## src/rtl/pal_upload_pkg.sv

```systemverilog
// Shared types and constants for the palette upload initiator.
package pal_upload_pkg;

    typedef enum logic [3:0] {
        S_IDLE,
        S_ARB,
        S_FETCH,
        S_WAITBLK,
        S_SETUP,
        S_STROBE,
        S_HOLD,
        S_NEXT,
        S_FIN
    } pal_state_t;

    typedef enum logic [1:0] {
        WR_IDLE,
        WR_SETUP,
        WR_STROBE,
        WR_HOLD
    } wr_phase_t;

    localparam int PAL_WORDS = 2048;
    localparam int PAL_IDX_W = $clog2(PAL_WORDS);

    // Byte select as seen on AB[1]
    localparam logic HI = 1'b0;
    localparam logic LO = 1'b1;

    localparam int R_LSB = 0;
    localparam int R_MSB = 4;
    localparam int G_LSB = 5;
    localparam int G_MSB = 9;
    localparam int B_LSB = 10;
    localparam int B_MSB = 14;

    function automatic logic [PAL_IDX_W-1:0] pal_word_idx(input logic [PAL_IDX_W-1:0] base,
                                                          input logic [11:0] n);
        return base + n[PAL_IDX_W-1:0];
    endfunction

    function automatic logic [7:0] pal_byte(input logic [15:0] word, input logic half);
        return (half == HI) ? word[15:8] : word[7:0];
    endfunction

endpackage

```

## src/rtl/pal_upload_if.sv

```systemverilog
// Source-fetch handshake and colour-block CPU-side palette bus.
interface pal_upload_if #(
    parameter int SRC_AW = 12
);
    logic              SRC_REQ;
    logic [SRC_AW-1:0] SRC_ADDR;
    logic              SRC_ACK;
    logic [15:0]       SRC_DATA;
    logic [12:1]       AB;
    logic              COLCS;
    logic              NLWR;
    logic              NREAD;
    logic [7:0]        CPU_DIN;

    modport master (
        output SRC_REQ, SRC_ADDR, AB, COLCS, NLWR, NREAD, CPU_DIN,
        input  SRC_ACK, SRC_DATA
    );

    modport slave (
        input  SRC_REQ, SRC_ADDR, AB, COLCS, NLWR, NREAD, CPU_DIN,
        output SRC_ACK, SRC_DATA
    );
endinterface

```

## src/rtl/pal_upload_byte_wr.sv

```systemverilog
// Three-cycle palette byte write: SETUP (CS low), STROBE (WR low), HOLD (WR high).
module pal_byte_wr
    import pal_upload_pkg::*;
(
    input  logic                 clk,
    input  logic                 rst_n,
    input  logic                 start,
    input  logic [PAL_IDX_W-1:0] addr,
    input  logic                 sel,
    input  logic [7:0]           data,
    output logic                 done,
    output logic                 colcs,
    output logic                 nlwr,
    output logic [11:0]          ab,
    output logic [7:0]           cpu_din
);

    wr_phase_t phase;

    assign done = (phase == WR_HOLD);

    always_ff @(posedge clk or negedge rst_n) begin
        if (!rst_n) begin
            phase   <= WR_IDLE;
            colcs   <= 1'b1;
            nlwr    <= 1'b1;
            ab      <= '0;
            cpu_din <= '0;
        end else begin
            case (phase)
                WR_IDLE: begin
                    if (start) begin
                        ab      <= {addr, sel};
                        cpu_din <= data;
                        colcs   <= 1'b0;
                        nlwr    <= 1'b1;
                        phase   <= WR_SETUP;
                    end
                end
                WR_SETUP: begin
                    nlwr  <= 1'b0;
                    phase <= WR_STROBE;
                end
                WR_STROBE: begin
                    nlwr  <= 1'b1;
                    phase <= WR_HOLD;
                end
                WR_HOLD: begin
                    colcs <= 1'b1;
                    phase <= WR_IDLE;
                end
                default: phase <= WR_IDLE;
            endcase
        end
    end

endmodule

```

## src/rtl/pal_upload.sv

```systemverilog
// Palette upload initiator: fetches 16-bit words and writes them as two bytes
// into the colour-block palette RAM after winning the CPU bus.
module pal_upload
    import pal_upload_pkg::*;
#(
    parameter bit BLANK_ONLY = 1'b1,
    parameter int SRC_AW     = 12
) (
    input  logic              V6M,
    input  logic              nRESET,
    input  logic              START,
    input  logic [10:0]       BASE,
    input  logic [11:0]       COUNT,
    input  logic [SRC_AW-1:0] SRC_BASE,
    input  logic              NCBLK,
    output logic              BR,
    input  logic              BG,
    output logic              BUSY,
    output logic              DONE,
    pal_upload_if.master      bus
);

    pal_state_t        state;
    logic [10:0]       base_q;
    logic [11:0]       count_q;
    logic [11:0]       n;
    logic [SRC_AW-1:0] src_base_q;
    logic [SRC_AW-1:0] src_addr_q;
    logic              src_req_q;
    logic [15:0]       word_q;
    logic              half;

    logic              wr_ok;
    logic              wr_start;
    logic              wr_done;
    logic [10:0]       wr_addr;
    logic [7:0]        wr_data;
    logic              colcs;
    logic              nlwr;
    logic [11:0]       ab;
    logic [7:0]        cpu_din;
    logic [11:0]       n_next;

    // A lost grant parks the sequencer here between bytes, bus released.
    assign wr_ok    = BG && (!BLANK_ONLY || !NCBLK);
    assign wr_start = (state == S_WAITBLK) && wr_ok;
    assign wr_addr  = pal_word_idx(base_q, n);
    assign wr_data  = pal_byte(word_q, half);
    assign n_next   = n + 12'd1;

    assign bus.SRC_REQ  = src_req_q;
    assign bus.SRC_ADDR = src_addr_q;
    assign bus.COLCS    = colcs;
    assign bus.NLWR     = nlwr;
    assign bus.NREAD    = 1'b1;
    assign bus.AB       = ab;
    assign bus.CPU_DIN  = cpu_din;

    pal_byte_wr u_byte_wr (
        .clk     (V6M),
        .rst_n   (nRESET),
        .start   (wr_start),
        .addr    (wr_addr),
        .sel     (half),
        .data    (wr_data),
        .done    (wr_done),
        .colcs   (colcs),
        .nlwr    (nlwr),
        .ab      (ab),
        .cpu_din (cpu_din)
    );

    always_ff @(posedge V6M or negedge nRESET) begin
        if (!nRESET) begin
            state      <= S_IDLE;
            BR         <= 1'b0;
            BUSY       <= 1'b0;
            DONE       <= 1'b0;
            src_req_q  <= 1'b0;
            src_addr_q <= '0;
            base_q     <= '0;
            count_q    <= '0;
            src_base_q <= '0;
            word_q     <= '0;
            half       <= HI;
            n          <= '0;
        end else begin
            DONE <= 1'b0;
            case (state)
                S_IDLE: begin
                    if (START) begin
                        n <= '0;
                        if (COUNT == 12'd0) begin
                            state <= S_FIN;
                        end else begin
                            base_q     <= BASE;
                            count_q    <= COUNT;
                            src_base_q <= SRC_BASE;
                            BUSY       <= 1'b1;
                            BR         <= 1'b1;
                            state      <= S_ARB;
                        end
                    end
                end
                S_ARB: begin
                    if (BG) begin
                        src_req_q  <= 1'b1;
                        src_addr_q <= src_base_q + SRC_AW'(n);
                        state      <= S_FETCH;
                    end
                end
                S_FETCH: begin
                    if (bus.SRC_ACK) begin
                        word_q    <= bus.SRC_DATA;
                        src_req_q <= 1'b0;
                        half      <= HI;
                        state     <= S_WAITBLK;
                    end
                end
                S_WAITBLK: begin
                    if (wr_start) state <= S_SETUP;
                end
                S_SETUP:  state <= S_STROBE;
                S_STROBE: state <= S_HOLD;
                S_HOLD: begin
                    if (wr_done) begin
                        if (half == HI) begin
                            half  <= LO;
                            state <= S_WAITBLK;
                        end else begin
                            state <= S_NEXT;
                        end
                    end
                end
                S_NEXT: begin
                    n <= n_next;
                    if (n_next == count_q) begin
                        state <= S_FIN;
                    end else begin
                        src_req_q  <= 1'b1;
                        src_addr_q <= src_base_q + SRC_AW'(n_next);
                        state      <= S_FETCH;
                    end
                end
                S_FIN: begin
                    BR    <= 1'b0;
                    BUSY  <= 1'b0;
                    DONE  <= 1'b1;
                    state <= S_IDLE;
                end
                default: state <= S_IDLE;
            endcase
        end
    end

endmodule

```

## src/flat_wrapper.sv

```systemverilog
// flat-port wrapper written by rule: the top's interface ports become plain ports
module pal_upload_flat import pal_upload_pkg::*;
#(
    parameter bit BLANK_ONLY = 1'b1,
    parameter int SRC_AW     = 12
)
  (V6M, nRESET, START, BASE, COUNT, SRC_BASE, NCBLK, BR, BG, BUSY, DONE, bus_SRC_REQ, bus_SRC_ADDR, bus_AB, bus_COLCS, bus_NLWR, bus_NREAD, bus_CPU_DIN, bus_SRC_ACK, bus_SRC_DATA);
  pal_upload_if #(.SRC_AW(SRC_AW)) bus_i ();
  input  logic V6M;
  input  logic nRESET;
  input  logic START;
  input  logic [10:0] BASE;
  input  logic [11:0] COUNT;
  input  logic [SRC_AW-1:0] SRC_BASE;
  input  logic NCBLK;
  output logic BR;
  input  logic BG;
  output logic BUSY;
  output logic DONE;
  output wire logic [$bits(bus_i.SRC_REQ)-1:0] bus_SRC_REQ;
  output wire logic [$bits(bus_i.SRC_ADDR)-1:0] bus_SRC_ADDR;
  output wire logic [$bits(bus_i.AB)-1:0] bus_AB;
  output wire logic [$bits(bus_i.COLCS)-1:0] bus_COLCS;
  output wire logic [$bits(bus_i.NLWR)-1:0] bus_NLWR;
  output wire logic [$bits(bus_i.NREAD)-1:0] bus_NREAD;
  output wire logic [$bits(bus_i.CPU_DIN)-1:0] bus_CPU_DIN;
  input wire logic [$bits(bus_i.SRC_ACK)-1:0] bus_SRC_ACK;
  input wire logic [$bits(bus_i.SRC_DATA)-1:0] bus_SRC_DATA;
  assign bus_SRC_REQ = bus_i.SRC_REQ;
  assign bus_SRC_ADDR = bus_i.SRC_ADDR;
  assign bus_AB = bus_i.AB;
  assign bus_COLCS = bus_i.COLCS;
  assign bus_NLWR = bus_i.NLWR;
  assign bus_NREAD = bus_i.NREAD;
  assign bus_CPU_DIN = bus_i.CPU_DIN;
  assign bus_i.SRC_ACK = bus_SRC_ACK;
  assign bus_i.SRC_DATA = bus_SRC_DATA;
  pal_upload #(.BLANK_ONLY(BLANK_ONLY), .SRC_AW(SRC_AW)) u_core (.V6M(V6M), .nRESET(nRESET), .START(START), .BASE(BASE), .COUNT(COUNT), .SRC_BASE(SRC_BASE), .NCBLK(NCBLK), .BR(BR), .BG(BG), .BUSY(BUSY), .DONE(DONE), .bus(bus_i));
endmodule
```

## config.mk

```make
export PLATFORM = sky130hd
export DESIGN_NAME = pal_upload_flat
export DESIGN_NICKNAME = d
export VERILOG_FILES = /design/src/rtl/pal_upload_pkg.sv /design/src/rtl/pal_upload_if.sv /design/src/rtl/pal_upload_byte_wr.sv /design/src/rtl/pal_upload.sv /design/src/flat_wrapper.sv
export SDC_FILE = /design/constraint.sdc
export NUM_CORES = 1
export LEC_CHECK = 0
export ABC_AREA = 1
export CAP_MARGIN = 20
export CORE_ASPECT_RATIO = 1.4
export CORE_UTILIZATION = 40
export DETAILED_ROUTE_END_ITERATION = 7
export PLACE_DENSITY = 0.67
export SYNTH_ARGS = -nofsm -noshare
export SYNTH_HDL_FRONTEND = slang
export SYNTH_SLANG_ARGS = --single-unit
```

## constraint.sdc

```tcl
create_clock -name V6M -period 4.45 [get_ports V6M]
set_input_delay 0.89 -clock V6M [delete_from_list [all_inputs] [get_ports V6M]]
set_output_delay 0.89 -clock V6M [all_outputs]
set_load 0.01 [all_outputs]
```

==> impl_results.md, run 1 <==
* Outcome: finished, final reports clean
* Reg2reg path depth at 18
* Setup Buffers After CTS at 0
* Post-Synthesis Net Count at 807
* Yosys reg bits at 107
* # IOs at 96
* Mapped Cells at 720
* P_int at 2.894 mW
* Vias in the first global route at 4887
* Sw frac at 0.4164
* Slew headroom at 0.6207
* Hold slack at 0.4735 ns
* Sequential share of the synthesized area at 0.4516
* Cell Rows at 52
* Startpoint types: flip-flop
* Hold Crit Depth at 2
* CTS Sinks at 107
* Main area contributors after synthesis: dfrtp_1, nand2_1, ha_1, mux2_2, inv_1
* Mean post-synth cell area at 8.242 um^2
* RSZ-0062 raised after global routing: false
* Starting density of the core at 0.4109
* Leak at 3.568 nW
* Pre-Repair DR Iteration Count at 4
* Die area at 15330 um^2
* Total gr overflow at 0
* Core Footprint at 14440 um^2
* Total CTS buffers at 9
* Cell Area, Synth at 5934 um^2
* Area fraction of the dominant cell type after synthesis at 0.4428
* Power per Cell Area at 673.4 nW/um^2
* Ys Warns at 0
* Slew @ Worst Pin at 0.5637 ns
* Post-Synth Simple-Gate Area at 0.2477
* Clk_lat worst skew at 0.36 ns
* Final Max Slew Viols at 0
* Antenna violations before repair at 0
* Xor-xnor portion of the synthesized cell area at 0.02657
* Cell taking the most area after synthesis: dfrtp_1
* Peak supply drop at 0.0003018 V
* Flop pwr share at 0.353
* Avg WL per Cell at 13.54 um
* Final wirelength at 13640 um
* Fin Setup TNS at 0 ns
* Largest net degree at the start of global routing at 40
* Hold Buf Count CTS at 0
* Clock Tree Root: clkbuf_16
* Commonest cells in the netlist: nand2_1, dfrtp_1, inv_1, nand3_1, o21ai_0
* Initial DRC count at 257
* H-tree depth at 3
* Primary FF master, synth: dfrtp_1
* Nets@finish at 900
* Most common cell in the netlist: nand2_1
* EDFF count, synth at 0
* DR DRC count at 0
* Clock slew at reported path FFs at 0.08 ns
* Die span in y at 146.1 um
* MaxCap Viol Count at 0
* Total GRT Usage at 0.1920
* Psw at 2.065 mW
* Routed Antenna Nets at 0
* Clk buf depth at 2
* Crit path required time at 4.70 ns
* Port Buffer Count at 94
* Max Fclk at 0.3290 GHz
* Post-cts sizing count at 0
* Critical setup path kind: reg2reg
* GP Congestion at 0.8735
* Synth Area in Compound Gates at 0.09150
* Fin Clk Skew at 0.007755 ns
* Fillers at 1414
* Vias per cell at 4.914
* Comb power frac at 0.483
* Layout cells sized above 1 at 0.08557
* CP Capture Type: flip-flop
* Adder-Cell Fraction of Synth Area at 0.06578
* Via count at 4948
* First-pass GRT wire length at 23450 um
* Area growth, synth to finish at 24.10%
* CTS tree: yes
* Async S/R FF share, synth at 1.000
* Hold/Removal Path Class: reg2reg
* Die span in x at 104.9 um
* Antenna diodes at 0
* Worst-path maximum fanout at 7
* Final Setup Violations at 0
* Final Hold Vio Count at 0
* Clock share of power at 0.164
* Post-synth cell types at 39
* Mux share of post-synthesis cell area at 0.04934
* Min cycle time layout at 3.040 ns
* Largest family of logic cells by synthesized area: simple AND/OR/NAND/NOR gates
* Dpl hpwl at 10610 um
* Tcrit/Tclk final at 0.6831
* Crit path arrival time at 3.29 ns
## critical path, stage by stage, from the launching register on
cell and delay [ns]:
dfrtp_1 0.50, ha_1 0.27, nand3_1 0.14, inv_1 0.13
nand2_1 0.06, nand2_1 0.09, inv_1 0.06, nand2_1 0.06
o21ai_0 0.12, ha_1 0.37, a21oi_1 0.19, a21boi_0 0.28
o21ai_0 0.18, a21oi_1 0.21, inv_1 0.06, nand2_1 0.06
nand2_1 0.04, nand3_1 0.07, nand2_1 0.06
## layer usage
| metal | part of all wire | global-route usage |
|---|---|---|
| met3 | 0.042 | 0.02813 |
| met4 | 0.018 | 0.07324 |
| met2 | 0.50 | 0.3364 |
| met1 | 0.44 | 0.2377 |
| met5 | 0 | 0 |
## metrics by stage
| stage | util | cells | area, um^2 | worst slack (ns) | power [mW] |
|---|---|---|---|---|---|
| finish | 0.5099 | 1007 | 7365 | 1.410 | 4.959 |
| global route | 0.5099 | 1007 | 7365 | 1.033 | 5.434 |
| CTS | 0.5099 | 1007 | 7365 | 1.407 | 5.012 |
| detailed placement | 0.4889 | 991 | 7062 | 1.270 | 4.167 |
| global placement | 0.4889 | 991 | 7062 | 1.409 | 4.130 |
| floorplan | - | 720 | 5934 | 1.344 | 3.370 |
## logic make-up after synthesis
group,count (synthesis)
compound gates,99
other cells,1
fa+ha+maj,30
simple gates,342
flops,107
xor+xnor,18
mux,26
buf+inv,97
## power groups by stage
stage / logic (mW) / clock network, mW / registers [mW]
3_5_place_dp: 2.40 / 0 / 1.77
4_1_cts: 2.42 / 0.834 / 1.76
2_1_floorplan: 1.64 / 0 / 1.73
6_report: 2.39 / 0.815 / 1.75
5_1_grt: 2.75 / 0.868 / 1.82
3_3_place_gp: 2.37 / 0 / 1.76
## flip-flops by register name, indices dropped and copies added (netlist names), 2 cells and up
name                      flops
u_core.src_base_q            12
u_core.base_q                11
u_core.bus.SRC_ADDR          12
u_core.u_byte_wr.cpu_din      8
u_core.state                  4
u_core.count_q               12
u_core.word_q                16
u_core.u_byte_wr.ab          12
u_core.n                     12
u_core.u_byte_wr.phase        2
## final timing paths
check | startpoint | to | slack [ns]
worst min-delay path | u_core.bus.SRC_ADDR[5] | u_core.bus.SRC_ADDR[5] | 0.47
worst max register to register | u_core.n[0] | u_core.bus.SRC_ADDR[9] | 1.41
max in group asynchronous | nRESET | u_core.bus.SRC_ADDR[11] | 3.11
worst min register to register | u_core.bus.SRC_ADDR[5] | u_core.bus.SRC_ADDR[5] | 0.47
min in group asynchronous | nRESET | u_core.u_byte_wr.ab[11] | 0.48
worst max-delay path | u_core.n[0] | u_core.bus.SRC_ADDR[9] | 1.41
## cell usage in the layout (no fill, tap or decap), types with 2 or more instances in the layout
| cell | synthesis | layout |
|---|---|---|
| nand2_1 | 212 | 212 |
| dfrtp_1 | 105 | 105 |
| clkdlybuf4s50_1 | 0 | 93 |
| inv_1 | 75 | 75 |
| nand3_1 | 49 | 49 |
| o21ai_0 | 47 | 47 |
| nor2_1 | 44 | 44 |
| ha_1 | 28 | 28 |
| mux2_2 | 26 | 26 |
| a21oi_1 | 25 | 25 |
| xor2_1 | 15 | 15 |
| a31oi_1 | 13 | 13 |
| clkbuf_16 | 0 | 9 |
| buf_4 | 2 | 9 |
| nand4_1 | 8 | 8 |
| nor3_1 | 7 | 7 |
| o22ai_1 | 6 | 6 |
| nand2_2 | 4 | 4 |
| nor2_2 | 4 | 4 |
| o21bai_1 | 4 | 4 |
| inv_8 | 0 | 4 |
| nor4_1 | 3 | 3 |
| xnor2_1 | 3 | 3 |
| nand3b_1 | 3 | 3 |
| nand2_4 | 3 | 3 |
| or2_2 | 2 | 2 |
| fa_1 | 2 | 2 |
| dfstp_2 | 2 | 2 |
## layout make-up
cell class / instances / area [um^2] / share of cell area
clock buffer: 9 / 225.2 / 0.03058
clock inverter: 7 / 77.57 / 0.01053
inverter: 77 / 289.0 / 0.03925
multi-input combinational: 516 / 2858 / 0.3880
sequential: 107 / 2680 / 0.3639
tap: 189 / 236.5 / 0.03211
timing repair buffer: 102 / 998.5 / 0.1356
Note: power is estimated with default switching activity, not from simulation.
==> run 2: changes to the inputs <==
Settings changed: PLACE_DENSITY 0.67 to 0.69.
Clock period 4.45 ns to 2.5 ns, I/O delays scaled along.
==> run 2 against run 1 <==
Setup slack lost 1.4 ns. Cell count is 5.0% higher. First-iteration DRC count fell by 19%. Sequential share of layout area fell by 3.0 points. Critical path type unchanged.
==> impl_results.md, run 2 (synthesis results as in run 1) <==
* Pre-CTS setup slack at -0.1793 ns (-1.449 ns)
* CP peak stage delay at 0.41 ns (-0.09 ns)
* First-pass GRT wire length at 23690 um (+1.1%)
* Hold slack at 0.1034 ns (-0.3701 ns)
* Die area at 15330 um^2 (unchanged)
* Largest net degree at the start of global routing at 52 (+30%)
* Total GRT Usage at 0.1940 (+0.001949)
* Sw frac at 0.4147 (-0.001715)
* Tcrit/Tclk final at 0.9948 (+0.3117)
* Total CTS buffers at 9 (unchanged)
* Max Fclk at 0.4021 GHz (+22%)
* Worst Path Buf+Inv at 5 (+2)
* Flop pwr share at 0.317 (-0.036)
* Crit path required time at 2.75 ns (-1.95 ns)
* Clk buf depth at 2 (unchanged)
* Startpoint types: flip-flop
* Antenna violations before repair at 0 (unchanged)
* Pre-Repair DR Iteration Count at 5 (+1)
* Die span in y at 146.1 um (unchanged)
* Most flop-heavy register: u_core.word_q
* Antenna diodes at 0 (unchanged)
* Final core occ at 0.5575 (+0.04764)
* GP Congestion at 0.9396 (+7.6%)
* Most common cell after layout, fill and taps aside: nand2_1
* P_int at 5.699 mW (+97%)
* Crit path cell chain: inv_2 > nand2_2 > nor2_4 > buf_6 > ha_4 > inv_2 > ha_4 > inv_2 > fa_2 > inv_2 > nand3_2 > nand2_2 > nand2_1 > nand2_1 > nand2_1 > nand2_2 > a21oi_2 > xor2_1 > nand3_1 > nand2_1
* Overall Power at 9.737 mW (+96%)
* Routed Antenna Nets at 0 (unchanged)
* Vias in the first global route at 5059 (+3.5%)
* Min cycle time layout at 2.487 ns (-0.5526 ns)
* Cell family with most CP delay: simple AND/OR/NAND/NOR gates
* Core Footprint at 14440 um^2 (unchanged)
* Area growth, synth to finish at 35.69%
* # IOs at 96 (unchanged)
* Nets@finish at 950 (+5.6%)
* Leak at 3.878 nW (+8.7%)
* Clk_lat worst skew at 0.37 ns (about the same)
* Avg WL per Cell at 13.64 um (+0.73%)
* Psw at 4.038 mW (+96%)
* Fin Clk Skew at 0.01686 ns (+0.009109 ns)
* Power per Cell Area at 1209 nW/um^2 (+80%)
* Critical setup path kind: reg2reg
* Peak supply drop at 0.0004626 V (+53%)
* CTS Sinks at 107 (unchanged)
* MaxCap Viol Count at 0 (unchanged)
* Total gr overflow at 0 (unchanged)
* Hold/Removal Path Class: in2async
* Clock Tree Root: clkbuf_16
* Cell count after placement at 1026 (+3.5%)
* RSZ-0062 raised after global routing: true
* Layout cells sized above 1 at 0.1970 (+0.1114)
* H-tree depth at 3 (unchanged)
* Port Buffer Count at 94 (unchanged)
* Final Max Slew Viols at 0 (unchanged)
* Crit path arrival time at 2.73 ns (-0.56 ns)
* Vias per cell at 4.953 (+0.80%)
* CP Capture Type: flip-flop
* Outcome: finished, final reports clean
* Final std cells w/o fill at 1057 (+5.0%)
* Comb power frac at 0.532 (+0.049)
* Final Setup Violations at 0 (unchanged)
* DR DRC count at 0 (unchanged)
* Cell Rows at 52 (unchanged)
* Clock slew at reported path FFs at 0.08 ns (about the same)
* CTS tree: yes
* Most frequent cells in the layout: nand2_1, dfrtp_1, clkdlybuf4s50_1
* Dpl hpwl at 10740 um (+1.2%)
* Worst-path maximum fanout at 5 (-2)
* Slowest stage cell, crit path: dfrtp_1
* Hold Buf Count CTS at 0 (unchanged)
* Max reg flops at 16 (unchanged)
* Clock share of power at 0.151 (-0.013)
* Initial DRC count at 207 (-19%)
* Final wirelength at 14420 um (+5.7%)
* Setup ws final at 0.01298 ns (-1.397 ns)
* Via count at 5235 (+5.8%)
* Starting density of the core at 0.4109 (unchanged)
* Final Hold Vio Count at 0 (unchanged)
* Die span in x at 104.9 um (unchanged)
## run 2: worst reg2reg max path, delay by kind of cell (launching register included)
kind | cells | cell delay (ns)
simple gates | 10 | 0.75
xor+xnor | 1 | 0.13
compound gates | 1 | 0.06
buf+inv | 5 | 0.37
fa+ha+maj | 3 | 0.69
flops | 1 | 0.41
## run 2: timing repair
item | in CTS | in global routing
endpoints found under the setup margin | 4 | 7
pin swaps | 13 | 26
buffers inserted | 5 | 10
resized for setup | 16 | 43
## run 2: power by group through the flow
stage	Clock (mW)	Sequential [mW]	Combinational, mW
after floorplan	0	3.09	2.99
after global placement	0	3.08	4.65
after detailed placement	0	3.09	4.74
after CTS	1.50	3.07	4.88
after global routing	1.58	3.19	5.80
final	1.47	3.09	5.18
## run 2: cell type report
class,instances,area (um^2)
fillers,1308,6391
multi-input cells,516,3099
flip-flops and latches,107,2686
repair buffers,152,1430
inverters,77,289.0
well taps,189,236.5
clock buffers,9,225.2
clock inverters,7,86.33
## run 2: path summary, 6_finish.rpt
check	to	cells after the start	slack, ns	start
worst min-delay path	u_core.u_byte_wr.ab[7]	1	0.10	nRESET
worst max-delay path	u_core.bus.SRC_ADDR[8]	20	0.01	u_core.state[3]
worst max register to register	u_core.bus.SRC_ADDR[8]	20	0.01	u_core.state[3]
min in group V6M	u_core.bus.SRC_ADDR[1]	2	0.48	u_core.bus.SRC_ADDR[1]
worst min register to register	u_core.bus.SRC_ADDR[1]	2	0.48	u_core.bus.SRC_ADDR[1]
max in group asynchronous	u_core.n[3]	2	1.72	nRESET
## run 2: through the flow
stage | instance area (um^2) | setup TNS [ns]
floorplan | 6010 | -0.1297
global placement | 7417 | -0.1688
detailed placement | 7417 | -0.4006
CTS | 7823 | -0.0009091
global route | 8053 | -0.5319
finish | 8053 | 0
## run 2: routing by layer
layer | vias up | global-route usage | share of wire
met3 | 26 | 0.03661 | 0.044
met1 | 2431 | 0.2410 | 0.43
met4 | 0 | 0.07183 | 0.021
li1 | 2644 | - | -
met2 | 134 | 0.3338 | 0.50
met5 | - | 0 | 0
